===== src/rtl/bin_to_bcd_seq_pkg.sv =====
// Shared definitions for the sequential binary-to-BCD converter:
// FSM state encodings and the saturation limit of the BCD result.
package bin_to_bcd_seq_pkg;

  typedef enum logic [1:0] {
    IDLE   = 2'd0,
    SHIFT  = 2'd1,
    FINISH = 2'd2
  } bcd_state_t;

  localparam int DEFAULT_DIGITS = 4;

  // Largest value representable with the given number of decimal digits (10^digits - 1).
  function automatic logic [63:0] max_val(input int digits);
    logic [63:0] p;
    p = 64'd1;
    for (int i = 0; i < digits; i++) begin
      p = p * 64'd10;
    end
    return p - 64'd1;
  endfunction

  localparam logic [63:0] MAX_VAL = max_val(DEFAULT_DIGITS);

endpackage


===== src/rtl/bin_to_bcd_seq_add3.sv =====
// Double-dabble digit correction: a BCD digit of 5 or more gets 3 added so that
// the following left shift carries correctly into the next decimal digit.
module bcd_add3 (
  input  logic [3:0] digit_in,
  output logic [3:0] digit_out
);

  // Conditional +3; the 4-bit result never needs a carry-out for valid digits.
  always_comb begin
    digit_out = digit_in;
    if (digit_in >= 4'd5) begin
      digit_out = digit_in + 4'd3;
    end
  end

endmodule


===== src/rtl/bin_to_bcd_seq.sv =====
// Sequential binary-to-BCD converter (shift-and-add-3). One bit is shifted per
// cycle, so a conversion takes BIN_W shift cycles plus one cycle to publish the
// result. Values above 10^DIGITS-1 saturate to all nines with ovf set.
module bin_to_bcd_seq #(
  parameter int BIN_W  = 14,
  parameter int DIGITS = 4
) (
  input  logic                  clk,
  input  logic                  reset_p,
  input  logic                  start,
  input  logic [BIN_W-1:0]      bin_in,
  output logic                  busy,
  output logic                  done,
  output logic [4*DIGITS-1:0]   bcd_out,
  output logic                  ovf,
  output logic [DIGITS-1:0]     blank_mask
);

  import bin_to_bcd_seq_pkg::*;

  localparam int                  CNT_W     = $clog2(BIN_W + 1);
  localparam logic [63:0]         LIMIT     = max_val(DIGITS);
  localparam logic [4*DIGITS-1:0] ALL_NINES = {DIGITS{4'h9}};
  localparam logic [DIGITS-1:0]   MASK_RST  = {{(DIGITS-1){1'b1}}, 1'b0};
  localparam logic [CNT_W-1:0]    LAST_STEP = CNT_W'(BIN_W - 1);

  bcd_state_t            state;
  logic [BIN_W-1:0]      shreg;
  logic [4*DIGITS-1:0]   scratch;
  logic [4*DIGITS-1:0]   adjusted;
  logic [CNT_W-1:0]      step_cnt;
  logic                  ovf_pending;
  logic [4*DIGITS-1:0]   final_bcd;
  logic [DIGITS-1:0]     mask_next;

  // One add-3 corrector per decimal digit of the scratch register.
  for (genvar g = 0; g < DIGITS; g++) begin : g_add3
    bcd_add3 u_add3 (
      .digit_in  (scratch[4*g +: 4]),
      .digit_out (adjusted[4*g +: 4])
    );
  end

  // Result to publish and its leading-zero mask; digit 0 is never blanked so zero shows as "0".
  always_comb begin
    logic zero_above;
    final_bcd  = ovf_pending ? ALL_NINES : scratch;
    mask_next  = '0;
    zero_above = 1'b1;
    for (int i = DIGITS - 1; i >= 1; i--) begin
      zero_above   = zero_above && (final_bcd[4*i +: 4] == 4'd0);
      mask_next[i] = zero_above;
    end
  end

  // Conversion FSM with registered outputs; starts are only accepted in IDLE.
  always_ff @(posedge clk or posedge reset_p) begin
    if (reset_p) begin
      state       <= IDLE;
      shreg       <= '0;
      scratch     <= '0;
      step_cnt    <= '0;
      ovf_pending <= 1'b0;
      busy        <= 1'b0;
      done        <= 1'b0;
      bcd_out     <= '0;
      ovf         <= 1'b0;
      blank_mask  <= MASK_RST;
    end else begin
      done <= 1'b0;
      case (state)
        IDLE: begin
          if (start) begin
            shreg       <= bin_in;
            scratch     <= '0;
            step_cnt    <= '0;
            ovf_pending <= (64'(bin_in) > LIMIT);
            busy        <= 1'b1;
            state       <= SHIFT;
          end
        end
        SHIFT: begin
          scratch  <= {adjusted[4*DIGITS-2:0], shreg[BIN_W-1]};
          shreg    <= {shreg[BIN_W-2:0], 1'b0};
          step_cnt <= step_cnt + CNT_W'(1);
          if (step_cnt == LAST_STEP) begin
            state <= FINISH;
          end
        end
        FINISH: begin
          bcd_out    <= final_bcd;
          ovf        <= ovf_pending;
          blank_mask <= mask_next;
          done       <= 1'b1;
          busy       <= 1'b0;
          state      <= IDLE;
        end
        default: begin
          busy  <= 1'b0;
          state <= IDLE;
        end
      endcase
    end
  end

endmodule


===== config.mk =====
export PLATFORM = sky130hd
export DESIGN_NAME = bin_to_bcd_seq
export DESIGN_NICKNAME = d
export VERILOG_FILES = /design/src/rtl/bin_to_bcd_seq_pkg.sv /design/src/rtl/bin_to_bcd_seq_add3.sv /design/src/rtl/bin_to_bcd_seq.sv
export SDC_FILE = /design/constraint.sdc
export NUM_CORES = 1
export LEC_CHECK = 0
export ABC_AREA = 1
export BUFFER_PORTS_ARGS = -buffer_cell sky130_fd_sc_hd__buf_2
export CORE_UTILIZATION = 60
export CTS_CLUSTER_SIZE = 8
export DETAILED_ROUTE_END_ITERATION = 7
export GPL_ROUTABILITY_DRIVEN = 0
export PLACE_DENSITY_LB_ADDON = 0.12
export SKIP_CTS_REPAIR_TIMING = 1
export SLEW_MARGIN = 30
export SYNTH_ARGS = -nofsm -noshare
export SYNTH_HDL_FRONTEND = slang
export SYNTH_SLANG_ARGS = --single-unit

===== constraint.sdc =====
create_clock -name clk -period 3.43 [get_ports clk]
set_input_delay 0.5145 -clock clk [delete_from_list [all_inputs] [get_ports clk]]
set_output_delay 0.5145 -clock clk [all_outputs]
set_load 0.02 [all_outputs]

* Word-level counts from Yosys, hierarchy flattened
Index checks and enable logic that the tools add are counted.
Storage, ports and cells: bits in registers 59, bits in latches 0, memory bits (writable) 0, ROM bits 0, input bits 17, output and inout bits 23, logic and storage cells 54, memories 0
Cells by class: $add $sub $neg 5, multipliers 0, divide/modulo/power cells 0, order comparisons 5, eq/ne operators 5, shifts and indexed selects 0, mux-type cells 17, bitwise gates (word level) 1, reduce and logical (&&, ||, !) cells 11
Operator list (count):
- $mux 16 | 2
- $pmux 16 s2 | 1
- $pmux 14 s2 | 1
- $ge 4x3->1 const B | 4
- $mux 4 | 4
- $gt 14x14->1 const B | 1
- $mux 14 | 1
- $add 4x2->4 const B | 3
- $logic_not 4->1 | 3
- $pmux 4 s2 | 1
- $reduce_and 2->1 | 4
- $add 4x1->4 const B | 1
- $eq 4x4->1 const B | 1
- $mux 2 | 2
- $ne 2x2->1 const B | 2
- $pmux 2 s2 | 1
- $add 3x2->3 const B | 1
- $mux 3 | 1
- $eq 2x1->1 const B | 1
- $eq 2x2->1 const B | 1
- $logic_and 1x1->1 | 2
- $logic_not 2->1 | 1
- $mux 1 | 2
- $pmux 1 s2 | 1
- 2 further kinds | 2

* Logic depth before layout (Yosys ltp)
word-level depth 4, depth in mapped cells 8, depth with buffers taken out 8

* Cells and area by module
A second synthesis with hierarchy kept.
Second synthesis, totals: cell total of the unflattened synthesis 346, area, all modules 2939.1 um^2
Modules (own cells, without submodules):
- bin_to_bcd_seq | times used 1, cells each 254, area each 2398.6 um^2, sequential area each 1480.2 um^2
- bcd_add3 | times used 4, cells each 23, area each 135.1 um^2, sequential area each 0.0 um^2

* Worst setup path before layout
No wires, ideal clock.
path type input to register, start input start, end register shreg[12], library setup time 121 ps, data arrival time 1016 ps, required time 3309 ps, slack 2293 ps, stages on the path 6, buffers on the path 1, path through nand3_4 > nand2_8 > inv_6 > buf_12 > nand2_1 > nand3_2
On the way: word-level cells in the longest chain between the ends 2
Ends and longest elaborated chain:
- start: declaration | line bin_to_bcd_seq.sv:10 | input logic start,
- $ne 2x2->1 (no line)
- $reduce_and 2->1 (no line)
- end signal: assignment | line bin_to_bcd_seq.sv:74 | shreg <= bin_in;
- end signal: assignment | line bin_to_bcd_seq.sv:84 | shreg <= {shreg[BIN_W-2:0], 1'b0};
- end: declaration | line bin_to_bcd_seq.sv:28 | logic [BIN_W-1:0] shreg;
No other way between the ends. A chain may end at the register's enable or synchronous reset.

* Worst setup path after layout
start register state[0], end register bcd_out[9]
On the way: word-level cells in the longest chain between the ends 1
Ends and longest elaborated chain:
- start: declaration | line bin_to_bcd_seq.sv:27 | bcd_state_t state;
- start signal: assignment | line bin_to_bcd_seq.sv:59 | state <= IDLE;
- start signal: assignment | line bin_to_bcd_seq.sv:79 | state <= SHIFT;
- start signal: assignment | line bin_to_bcd_seq.sv:87 | state <= FINISH;
- $eq 2x2->1 | line bin_to_bcd_seq.sv:71 | case (state)
- end signal: assignment | line bin_to_bcd_seq.sv:91 | bcd_out <= final_bcd;
- end: declaration | line bin_to_bcd_seq.sv:14 | output logic [4*DIGITS-1:0] bcd_out,
No other way between the ends.

==> impl_metrics.ini <==
[logic_synthesis]
synth-seq-area-share_pct = 51.6
syn-instance-count = 336
yosysWarningCount = 0
synth.largest_area_cell = dfrtp_1
synth_nets = 363
ys_types = 27
synth_top_area_share_pct = 48.9
ys_ff_latch = 59
synth_area_per_cell_um2 = 8.53
syn_area_um2 = 2870
synth_area_leaders = dfrtp_1, nand2_1, nand3_1

[setup_path]
worstSetupStartpointType = flop
rrSetupSlack_ns = 1.70
critical_path_required_ns = 3.67
rr_worst_depth = 5
cp.arrival_ns = 1.97
path_max_fanout = 16
cp-end-kind = flop
path_class = reg2reg

[global_route]
grt_util_all_layers_pct = 24.4
overflow = 0
grt_pass1_wl_um = 9360
antenna_found_initial = 0
grt_max_degree = 35
grt_pass1_vias = 2091

[run]
cap_viol_max_count = 0

[floorplan]
die_y_um = 71.1
die_width_um = 71.1
core_area_um2 = 4470
die-area_um2 = 5060
rows = 24
pin_count = 40
start_util_pct = 64.1

[clocking]
path_clk_slew_ns = 0.06
tritoncts = built
cts_root_buf = clkbuf_8
cts_buffer_depth = 2
cts_sinks = 59
htree_levels = 3
insertion_delay_ns = 0.33
cts_made_buffers = 9

[run_status]
violations = design-rule violations
status = finished, violations left

[timing]
tightest_slew_ns = 0.856
max_slew_margin_pct = 42.9
setup-tns-final_ns = 0
finalClockSkew_ns = 0.00514
rsz0062_at_grt = no
hold_violations = 0
finalCritPeriodShare_pct = 50.4
finalSetupViolCount = 0
slew_viol_final = 0
max_freq_mhz = 579
final.min_clock_period_ns = 1.73
holdWs_ns = 0.278

[layout]
final_common_cell = nand2_1
drive_gt1_share_pct = 19.4
diodes = 0
syn2layout_area_growth_pct = 12.9
mostFrequentLayoutCells = nand2_1, dfrtp_1, buf_2, nand3_1, inv_1
fin_cells = 434
fin_nets = 404

[worst_hold_path]
min_path_type = in2async

[place]
numPlacedInstances = 418
post-dp-hpwl_um = 3700
port_buffers = 38

[power]
leakage_nw = 1.69
powerDensity_nw_per_um2 = 966
ir_drop_uv = 526
power_frac_clock_pct = 19.0
p_int_w = 0.00180
power.share.sequential_pct = 38.6
sw_frac_of_total_pct = 42.3
switching_power_w = 0.00132
power_frac_comb_pct = 42.3

[detailed_routing]
viasPerCell = 5.24
wl_met3_um = 215
wl_per_cell_um = 12.3
top_layer_used = met4
drt-total-wl_um = 5350
ant_nets = 0
drc = 5
dr_total_vias = 2274
dr.pass1.iters = 6
met2WireLength_um = 2500
m1WireLength_um = 2540
drt_iter0_markers = 216
==> per-layer routing <==
metal / vias up / global-route usage (%)
met5: - / 0
met4: 0 / 10.7
li1: 1161 / -
met2: 58 / 39.7
met3: 8 / 4.70
met1: 1047 / 32.1
==> stage by stage <==
step	power [W]	utilization, %	instance area [um^2]	setup slack (ns)
2_1_floorplan	0.00227	-	2870	1.46
3_3_place_gp	0.00250	68.0	3040	1.72
3_5_place_dp	0.00255	68.0	3040	1.71
4_1_cts	0.00315	72.3	3240	1.69
5_1_grt	0.00341	72.3	3240	1.52
6_report	0.00312	72.3	3240	1.70
==> synthesized netlist by cell type, drive strengths merged <==
cell	n
nand4	9
ha	10
a31oi	1
buf	9
o21a	1
inv	35
dfstp	3
a21oi	8
o21ai	26
nor2	23
xor2	1
conb	1
dfrtp	56
nand2	113
o22ai	2
nand3	38
==> worst max-delay path, cell delays in order (launching register included) <==
cell	delay, ns
dfrtp_1	0.44
nor2_2	0.45
inv_2	0.25
nor2_4	0.22
inv_2	0.10
o21ai_0	0.16
==> path summary, 6_finish.rpt <==
check | endpoint | from
setup / recovery | bcd_out[9] | state[0]
hold / removal | shreg[9] | reset_p
setup reg to reg | bcd_out[9] | state[0]
hold reg to reg | blank_mask[2] | blank_mask[2]
max in group asynchronous | shreg[7] | reset_p
min in group clk | shreg[0] | bin_in[0]
==> power groups by stage <==
stage	sequential, W	combinational (W)	clock (W)
3_5_place_dp	0.00122	0.00133	0
6_report	0.00121	0.00132	0.000595
4_1_cts	0.00121	0.00134	0.000603
2_1_floorplan	0.00128	0.000993	0
5_1_grt	0.00124	0.00154	0.000630
3_3_place_gp	0.00121	0.00129	0
==> flip-flops by register name, summed over array words and instances (netlist names) <==
name and cells:
bcd_out 16, scratch 16, shreg 14, step_cnt 4
blank_mask 3, state 2, busy 1, done 1
ovf 1, ovf_pending 1
==> layout make-up <==
class                           count  area (um^2)
Sequential cell                    59         1480
Fill cell                         371         1240
Multi-Input combinational cell    233         1160
Timing Repair Buffer               39          198
Clock buffer                       15          186
Inverter                           35          136
Tap cell                           52         65.1
Clock inverter                      1         5.00
==> kinds of logic (layout without fill, tap and decap cells) <==
family | Yosys count | count (layout) | synth area share (%)
xor gates and xnor gates | 1 | 1 | 0.306
adders and majority gates | 10 | 10 | 4.36
and+or+nand+nor | 183 | 183 | 29.0
buffers and inverters | 44 | 90 | 7.73
other | 1 | 1 | 0.131
AOI/OAI and AO/OA | 38 | 38 | 6.85
DFF | 59 | 59 | 51.6
No activity file was read; power rests on OpenSTA's default activity.
